**src/rtl/pong_pkg.sv**
```systemverilog
// Shared geometry, derived clamp positions, FSM states and small arithmetic helpers
// for the pong game-state sequencer.
package pong_pkg;

  localparam int H_ACTIVE     = 640;
  localparam int V_ACTIVE     = 480;
  localparam int PADDLE_H     = 64;
  localparam int PADDLE_W     = 8;
  localparam int PADDLE_XL    = 16;
  localparam int PADDLE_XR    = 616;
  localparam int BALL_SZ      = 8;
  localparam int PADDLE_STEP  = 4;
  localparam int BALL_STEP    = 2;
  localparam int SCORE_MAX    = 9;
  localparam int SERVE_FRAMES = 60;

  localparam logic [9:0] V_ACTIVE_W    = 10'(V_ACTIVE);
  localparam logic [9:0] PADDLE_Y0     = 10'(V_ACTIVE / 2 - PADDLE_H / 2);  // 208
  localparam logic [9:0] BALL_X0       = 10'(H_ACTIVE / 2 - BALL_SZ / 2);   // 316
  localparam logic [9:0] BALL_Y0       = 10'(V_ACTIVE / 2 - BALL_SZ / 2);   // 236
  localparam logic [9:0] PADDLE_Y_MAX  = 10'(V_ACTIVE - PADDLE_H);          // 416
  localparam logic [9:0] BALL_Y_MAX    = 10'(V_ACTIVE - BALL_SZ);           // 472
  localparam logic [9:0] BALL_X_MAX    = 10'(H_ACTIVE - BALL_SZ);           // 632
  localparam logic [9:0] HIT_XL        = 10'(PADDLE_XL + PADDLE_W);         // 24
  localparam logic [9:0] HIT_XR        = 10'(PADDLE_XR - BALL_SZ);          // 608
  localparam logic [9:0] PADDLE_XR_END = 10'(PADDLE_XR + PADDLE_W);         // 624
  localparam logic [9:0] P_STEP        = 10'(PADDLE_STEP);
  localparam logic [9:0] B_STEP        = 10'(BALL_STEP);
  localparam logic [3:0] SCORE_MAX_W   = 4'(SCORE_MAX);
  localparam logic [5:0] SERVE_CNT_INIT = 6'(SERVE_FRAMES);

  // A set direction bit always means "towards decreasing coordinate".
  localparam logic DIR_RIGHT = 1'b0;
  localparam logic DIR_LEFT  = 1'b1;
  localparam logic DIR_DOWN  = 1'b0;
  localparam logic DIR_UP    = 1'b1;

  typedef enum logic [2:0] {
    IDLE   = 3'd0,
    PADDLE = 3'd1,
    BALL   = 3'd2,
    HIT    = 3'd3,
    SCORE  = 3'd4,
    SERVE  = 3'd5
  } state_t;

  function automatic logic [9:0] step_clamp(input logic [9:0] pos, input logic neg,
                                            input logic [9:0] lim, input logic [9:0] step);
    logic [10:0] sum;
    sum = {1'b0, pos} + {1'b0, step};
    if (neg) step_clamp = (pos < step) ? 10'd0 : pos - step;
    else     step_clamp = (sum >= {1'b0, lim}) ? lim : sum[9:0];
  endfunction

  function automatic logic at_limit(input logic [9:0] pos, input logic neg,
                                    input logic [9:0] lim, input logic [9:0] step);
    logic [10:0] sum;
    sum = {1'b0, pos} + {1'b0, step};
    at_limit = neg ? (pos < step) : (sum >= {1'b0, lim});
  endfunction

  function automatic logic overlap(input logic [9:0] by, input logic [9:0] py);
    overlap = (({1'b0, by} + 11'(BALL_SZ)) > {1'b0, py}) &&
              ({1'b0, by} < ({1'b0, py} + 11'(PADDLE_H)));
  endfunction

  function automatic logic [3:0] sat_inc(input logic [3:0] s);
    sat_inc = (s >= SCORE_MAX_W) ? s : s + 4'd1;
  endfunction

endpackage

```
**src/rtl/pong_game_ctrl_if.sv**
```systemverilog
// Signal bundle between the sync generator / buttons / renderer side and the
// pong game-state sequencer.
interface pong_game_ctrl_if;
  logic [9:0] row;
  logic [9:0] col;
  logic       p1_up;
  logic       p1_dn;
  logic       p2_up;
  logic       p2_dn;
  logic [9:0] p1_y;
  logic [9:0] p2_y;
  logic [9:0] ball_x;
  logic [9:0] ball_y;
  logic [3:0] score1;
  logic [3:0] score2;
  logic       game_over;
  logic       busy;

  modport master (
    output row, col, p1_up, p1_dn, p2_up, p2_dn,
    input  p1_y, p2_y, ball_x, ball_y, score1, score2, game_over, busy
  );

  modport slave (
    input  row, col, p1_up, p1_dn, p2_up, p2_dn,
    output p1_y, p2_y, ball_x, ball_y, score1, score2, game_over, busy
  );
endinterface

```
**src/rtl/paddle_ctrl.sv**
```systemverilog
// Saturating paddle-position register; moves one step per enabled cycle when
// exactly one of up/dn is pressed.
module paddle_ctrl
  import pong_pkg::*;
(
  input  logic       clk,
  input  logic       rst_n,
  input  logic       en,
  input  logic       up,
  input  logic       dn,
  output logic [9:0] y
);

  always_ff @(posedge clk) begin
    if (!rst_n) begin
      y <= PADDLE_Y0;
    end else if (en && (up ^ dn)) begin
      y <= step_clamp(y, up, PADDLE_Y_MAX, P_STEP);
    end
  end

endmodule

```
**src/rtl/pong_game_ctrl.sv**
```systemverilog
// Per-frame pong state sequencer: paddles, ball, collisions and score once per
// vertical blanking. Optional serve hold is enabled by PONG_SERVE_DELAY_EN.
module pong_game_ctrl
  import pong_pkg::*;
(
  input  logic            clk,
  input  logic            rst_n,
  pong_game_ctrl_if.slave bus
);

  state_t     state;
  state_t     state_nxt;
  logic       frame_tick;
  logic [9:0] p1_y;
  logic [9:0] p2_y;
  logic [9:0] ball_x;
  logic [9:0] ball_y;
  logic       dx;
  logic       dy;
  logic [3:0] score1;
  logic [3:0] score2;
  logic [3:0] score1_inc;
  logic [3:0] score2_inc;
  logic       game_over;
  logic       hit_l;
  logic       hit_r;
  logic       at_left;
  logic       at_right;
`ifdef PONG_SERVE_DELAY_EN
  logic [5:0] serve_cnt;
`endif

  // First cycle of vertical blanking, seen once per frame.
  always_ff @(posedge clk) begin
    if (!rst_n) frame_tick <= 1'b0;
    else        frame_tick <= (bus.row == V_ACTIVE_W) && (bus.col == 10'd0);
  end

  always_ff @(posedge clk) begin
    if (!rst_n) state <= IDLE;
    else        state <= state_nxt;
  end

  always_comb begin
    state_nxt = state;
    case (state)
      IDLE:   if (frame_tick && !game_over) state_nxt = PADDLE;
`ifdef PONG_SERVE_DELAY_EN
      PADDLE: state_nxt = (serve_cnt != 6'd0) ? IDLE : BALL;
`else
      PADDLE: state_nxt = BALL;
`endif
      BALL:   state_nxt = HIT;
      HIT:    state_nxt = SCORE;
`ifdef PONG_SERVE_DELAY_EN
      SCORE:  state_nxt = (at_left || at_right) ? SERVE : IDLE;
      SERVE:  state_nxt = IDLE;
`else
      SCORE:  state_nxt = IDLE;
`endif
      default: state_nxt = IDLE;
    endcase
  end

`ifdef PONG_SERVE_DELAY_EN
  always_ff @(posedge clk) begin
    if (!rst_n)                                serve_cnt <= 6'd0;
    else if (state == SERVE)                   serve_cnt <= SERVE_CNT_INIT;
    else if (state == PADDLE && serve_cnt != 6'd0) serve_cnt <= serve_cnt - 6'd1;
  end
`endif

  paddle_ctrl u_paddle1 (
    .clk   (clk),
    .rst_n (rst_n),
    .en    (state == PADDLE),
    .up    (bus.p1_up),
    .dn    (bus.p1_dn),
    .y     (p1_y)
  );

  paddle_ctrl u_paddle2 (
    .clk   (clk),
    .rst_n (rst_n),
    .en    (state == PADDLE),
    .up    (bus.p2_up),
    .dn    (bus.p2_dn),
    .y     (p2_y)
  );

  always_comb begin
    hit_l = (dx == DIR_LEFT) && (ball_x <= HIT_XL) &&
            (({1'b0, ball_x} + 11'(BALL_SZ)) > 11'(PADDLE_XL)) && overlap(ball_y, p1_y);
    hit_r = (dx == DIR_RIGHT) && (({1'b0, ball_x} + 11'(BALL_SZ)) >= 11'(PADDLE_XR)) &&
            (ball_x < PADDLE_XR_END) && overlap(ball_y, p2_y);
  end

  assign at_left    = (ball_x == 10'd0);
  assign at_right   = (ball_x == BALL_X_MAX);
  assign score1_inc = sat_inc(score1);
  assign score2_inc = sat_inc(score2);

  // Ball, direction and score updates; a paddle bounce moves the ball off the
  // goal columns, so HIT naturally wins over SCORE in the same frame.
  always_ff @(posedge clk) begin
    if (!rst_n) begin
      ball_x    <= BALL_X0;
      ball_y    <= BALL_Y0;
      dx        <= DIR_RIGHT;
      dy        <= DIR_DOWN;
      score1    <= 4'd0;
      score2    <= 4'd0;
      game_over <= 1'b0;
    end else begin
      case (state)
        BALL: begin
          ball_x <= step_clamp(ball_x, dx, BALL_X_MAX, B_STEP);
          ball_y <= step_clamp(ball_y, dy, BALL_Y_MAX, B_STEP);
          if (at_limit(ball_y, dy, BALL_Y_MAX, B_STEP)) dy <= ~dy;
        end
        HIT: begin
          if (hit_l) begin
            ball_x <= HIT_XL;
            dx     <= DIR_RIGHT;
          end else if (hit_r) begin
            ball_x <= HIT_XR;
            dx     <= DIR_LEFT;
          end
        end
        SCORE: begin
          if (at_left) begin
            score2 <= score2_inc;
            dx     <= DIR_LEFT;
            ball_x <= BALL_X0;
            ball_y <= BALL_Y0;
            dy     <= DIR_DOWN;
            if (score2_inc == SCORE_MAX_W) game_over <= 1'b1;
          end else if (at_right) begin
            score1 <= score1_inc;
            dx     <= DIR_RIGHT;
            ball_x <= BALL_X0;
            ball_y <= BALL_Y0;
            dy     <= DIR_DOWN;
            if (score1_inc == SCORE_MAX_W) game_over <= 1'b1;
          end
        end
        default: ;
      endcase
    end
  end

  assign bus.p1_y      = p1_y;
  assign bus.p2_y      = p2_y;
  assign bus.ball_x    = ball_x;
  assign bus.ball_y    = ball_y;
  assign bus.score1    = score1;
  assign bus.score2    = score2;
  assign bus.game_over = game_over;
  assign bus.busy      = (state != IDLE);

endmodule

```
**src/flat_wrapper.sv**
```systemverilog
// flat-port wrapper written by rule: the top's interface ports become plain ports
module pong_game_ctrl_flat import pong_pkg::*;
  (clk, rst_n, bus_row, bus_col, bus_p1_up, bus_p1_dn, bus_p2_up, bus_p2_dn, bus_p1_y, bus_p2_y, bus_ball_x, bus_ball_y, bus_score1, bus_score2, bus_game_over, bus_busy);
  pong_game_ctrl_if bus_i ();
  input  logic clk;
  input  logic rst_n;
  input wire logic [$bits(bus_i.row)-1:0] bus_row;
  input wire logic [$bits(bus_i.col)-1:0] bus_col;
  input wire logic [$bits(bus_i.p1_up)-1:0] bus_p1_up;
  input wire logic [$bits(bus_i.p1_dn)-1:0] bus_p1_dn;
  input wire logic [$bits(bus_i.p2_up)-1:0] bus_p2_up;
  input wire logic [$bits(bus_i.p2_dn)-1:0] bus_p2_dn;
  output wire logic [$bits(bus_i.p1_y)-1:0] bus_p1_y;
  output wire logic [$bits(bus_i.p2_y)-1:0] bus_p2_y;
  output wire logic [$bits(bus_i.ball_x)-1:0] bus_ball_x;
  output wire logic [$bits(bus_i.ball_y)-1:0] bus_ball_y;
  output wire logic [$bits(bus_i.score1)-1:0] bus_score1;
  output wire logic [$bits(bus_i.score2)-1:0] bus_score2;
  output wire logic [$bits(bus_i.game_over)-1:0] bus_game_over;
  output wire logic [$bits(bus_i.busy)-1:0] bus_busy;
  assign bus_i.row = bus_row;
  assign bus_i.col = bus_col;
  assign bus_i.p1_up = bus_p1_up;
  assign bus_i.p1_dn = bus_p1_dn;
  assign bus_i.p2_up = bus_p2_up;
  assign bus_i.p2_dn = bus_p2_dn;
  assign bus_p1_y = bus_i.p1_y;
  assign bus_p2_y = bus_i.p2_y;
  assign bus_ball_x = bus_i.ball_x;
  assign bus_ball_y = bus_i.ball_y;
  assign bus_score1 = bus_i.score1;
  assign bus_score2 = bus_i.score2;
  assign bus_game_over = bus_i.game_over;
  assign bus_busy = bus_i.busy;
  pong_game_ctrl u_core (.clk(clk), .rst_n(rst_n), .bus(bus_i));
endmodule
```
**config.mk**
```make
export PLATFORM = sky130hd
export DESIGN_NAME = pong_game_ctrl_flat
export DESIGN_NICKNAME = d
export VERILOG_FILES = /design/src/rtl/pong_pkg.sv /design/src/rtl/pong_game_ctrl_if.sv /design/src/rtl/paddle_ctrl.sv /design/src/rtl/pong_game_ctrl.sv /design/src/flat_wrapper.sv
export SDC_FILE = /design/constraint.sdc
export NUM_CORES = 1
export LEC_CHECK = 0
export CORE_ASPECT_RATIO = 0.8
export CORE_UTILIZATION = 61
export DETAILED_ROUTE_END_ITERATION = 8
export PLACE_DENSITY = 0.88
export SLEW_MARGIN = 20
export SYNTH_ARGS = -nofsm -noshare
export SYNTH_HDL_FRONTEND = slang
export SYNTH_SLANG_ARGS = --single-unit
```
**constraint.sdc**
```tcl
create_clock -name clk -period 6.46 [get_ports clk]
set_clock_uncertainty 0.05 [all_clocks]
set_input_delay 1.292 -clock clk [delete_from_list [all_inputs] [get_ports clk]]
set_output_delay 1.292 -clock clk [all_outputs]
set_load 0.03 [all_outputs]
```
==> results.md <==
* Worst Setup Path Type: register to register
* Max Cap Viol at 0
* Final WS setup at 2.820 ns
* Fmax at 274.7 MHz
* Core area at 8164 sq um
* Sw Pwr at 0.0001413 W
* CTS tree: built
* Final Critical Period at 3.640 ns
* DP Cell Count at 834
* CTS Buf Count at 5
* Detailed placement HPWL at 11440 um
* EDFF count, synth at 0
* Final Hold Fails at 0
* P_leak at 2.243 nW
* Fin crit share at 56.34%
* Post-Route Setup TNS at 0 ns
* Initial drt markers at 619
* Post-route ant nets at 0
* H-tree depth at 2
* Worst slack at placement at 2.907 ns
* Synthesis-to-layout area growth at 13.08%
* CP max FO at 16
* Die height at 85.29 um
* Area contributors post-synth: dfxtp_1 19%, ha_1 13%, a21oi_1 4.5%, nand2_1 4.3%, xnor2_1 4.1%
* Post-synth top area share at 18.55%
* Hold WS at 0.4801 ns
* Die width at 106.1 um
* Post_cts resized at 0
* Layout Cells excl Fill at 842
* Initial antenna violation count at 0
* Distinct cell type count after synthesis at 85
* CP Capture Type: register
* Leading register cell type out of synthesis: dfxtp_1
* Max Slew Vio Count at 0
* Detailed Routing Iterations Pass 1 at 6
* Slowest Stage Delay on Critical Path at 0.68 ns
* Avg WL per Cell at 18.13 um
* Die ar. at 9049 sq um
* Largest family of logic cells by synthesized area: compound AO/OA/AOI/OAI gates
* Number of synthesized register bits at 49
* Starting density of the core at 64.78%
* Diodes inserted at 0
* Largest net degree at the start of global routing at 31
* Sw Ratio at 26.07%
* Max_slew headroom at 39.88%
* IO Port Bufs at 69
* GR Util All Layers at 33.34%
* Slowest-stage cell, CP: dfxtp_1
* Internal Pwr Total at 0.0004008 W
* Total number of vias at 5641
* Root Driver: clkbuf_8
* Gpl congestion at 1.046
* Row count at 29
* Num ports at 76
* Synth Area in Adders at 13.01%
* Multiplexer share of the synthesized area at 1.183%
* Mean Syn Cell Area at 7.523 sq um
* DRC at 0
* Setup Fix Bufs, Post-CTS at 0
* CP arrival at 3.80 ns
* Synth warn at 0
* RSZ-0062 raised after global routing: no
* Sequential Power Share at 55.7%
* First-pass GRT wire length at 24770 um
* Comb pwr share at 7.0%
* Compound-Gate Fraction of Synth Area at 29.48%
* XOR/XNOR share of the synthesized area at 4.968%
* Simple-gate share of the synthesized area at 24.75%
* Synth Instances at 703
* Number of global-route vias before repair at 5150
* Synthesized cell area at 5289 sq um
* Buf/Inv on CP at 0
* Crit path max-delay family: simple AND/OR/NAND/NOR gates
* Grt ovf at 0
* Worst-path clk slew at 0.11 ns
* Top cell type by total area after synthesis: dfxtp_1
* Run status: completed
* CTS Hold Bufs at 0
* Power Density at 90.65 nW/um^2
* Final wirelength at 15260 um
* Maximum clock path buffer count at 2
* Share of cells above drive strength 1 at 5.177%
* Sink Count at 49
* Clock power share at 37.3%
* Layout net count at 814
* # setup viols final at 0
* IR Drop Worst-Case VDD at 0.00009387 V
* Worst Path Required at 6.62 ns
* Final core area utilization at 73.26%
* Post-synthesis async set-or-reset flop share at 0%
* Cell chain of the critical path: ha_1 -> nand3_1 -> xnor2_1 -> ha_1 -> nand3_1 -> or4_1 -> o211ai_1 -> a2111oi_4 -> nor2_2 -> a21oi_4 -> o221a_2
* Clock Latency Late Sink at 0.32 ns
* Worst-margin pin slew at 0.9007 ns
* Startpoint Class: register
* Routed vias/inst at 6.700
* Post-synthesis sequential area ratio at 18.55%
* Worst hold path type: register to register
==> Yosys cell counts, types with 4 or more instances <==
cell type / n
nand4_1: 10
mux2i_1: 4
o22ai_1: 4
o31ai_1: 6
o21a_1: 4
xor2_1: 5
a22oi_1: 6
nand2b_1: 4
and3_1: 6
nor3b_1: 5
a211oi_1: 10
nand2_1: 61
a31oi_1: 13
o21ai_0: 38
o221ai_1: 9
nand3_1: 30
and4_1: 5
ha_1: 55
buf_4: 10
dfxtp_1: 49
inv_1: 44
and2_1: 11
a21oi_1: 48
buf_2: 7
nor2_1: 55
or3_1: 8
nor4_1: 10
o211ai_1: 12
a21o_1: 8
a41oi_1: 5
clkbuf_1: 32
nor3_1: 16
xnor2_1: 25
==> worst paths after layout <==
kind | from | end | slack, ns | cells past startpoint
setup / recovery | u_core.bus.ball_y[3]$_SDFFE_PN1P_ | u_core.bus.ball_x[9]$_SDFFE_PN0P_ | 2.82 | 11
hold reg to reg | u_core.bus.score2[1]$_SDFFE_PN0P_ | u_core.bus.score2[1]$_SDFFE_PN0P_ | 0.48 | 2
hold / removal | u_core.bus.score2[1]$_SDFFE_PN0P_ | u_core.bus.score2[1]$_SDFFE_PN0P_ | 0.48 | 2
setup reg to reg | u_core.bus.ball_y[3]$_SDFFE_PN1P_ | u_core.bus.ball_x[9]$_SDFFE_PN0P_ | 2.82 | 11
==> tightest hold or removal path: cells and delay by family (launching register included) <==
family | cells | cell delay [ns]
compound gates | 1 | 0.05
flops | 1 | 0.37
simple gates | 1 | 0.07
==> power groups by stage <==
stage	clock network (W)	registers (W)	logic (W)
after floorplan	0	0.000309	0.0000205
after detailed placement	0	0.000309	0.0000372
final	0.000202	0.000302	0.0000380
after global routing	0.000216	0.000302	0.0000406
after CTS	0.000203	0.000302	0.0000373
after global placement	0	0.000309	0.0000364
==> flip-flops by register name, indices dropped and copies added (netlist names), 3 cells and up <==
name,flops
u_core.bus.ball_x,9
u_core.bus.score1,4
u_core.u_paddle2.y,8
u_core.state,3
u_core.bus.score2,4
u_core.bus.ball_y,9
u_core.u_paddle1.y,8
==> per-stage QoR <==
step	total power, W	area, sq um
floorplan	0.0003293	5308
global placement	0.0003452	5883
detailed placement	0.0003460	5883
CTS	0.0005425	5981
global route	0.0005581	5981
finish	0.0005421	5981
==> cells by family after synthesis <==
logic type | count (synthesis)
and+or+nand+nor | 249
buffers and inverters | 96
DFF | 49
other | 1
muxes | 6
AOI/OAI and AO/OA | 217
xor gates and xnor gates | 30
adders and majority gates | 55
==> per-layer routing <==
layer,up-vias,share of wire (%),GRT usage (%)
li1,2655,-,-
met1,2627,45,47.64
met2,335,43,51.65
met3,24,10,6.375
met4,0,1.3,7.449
met5,-,0,0
==> cells in the final DEF, fill, tap and decap left out, types with 6 or more instances in the layout <==
cell             instances
a211oi_1                10
a21o_1                   8
a21oi_1                 48
a22oi_1                  6
a31oi_1                 13
and2_1                  11
and3_1                   6
clkdlybuf4s50_1         69
conb_1                   6
dfxtp_1                 49
ha_1                    55
inv_1                   44
nand2_1                 61
nand3_1                 30
nand4_1                 10
nor2_1                  55
nor3_1                  16
nor4_1                  10
o211ai_1                12
o21ai_0                 38
o221ai_1                 9
o31ai_1                  6
or3_1                    8
xnor2_1                 25
==> layout make-up <==
cell class / instances / area (sq um)
multi-input combinational: 563 / 3904
fill: 663 / 2183
sequential: 49 / 980.9
timing repair buffer: 70 / 698.2
inverter: 44 / 165.2
tap: 108 / 135.1
clock buffer: 5 / 68.82
clock inverter: 3 / 28.78
Note: power is estimated with default switching activity, not from simulation.
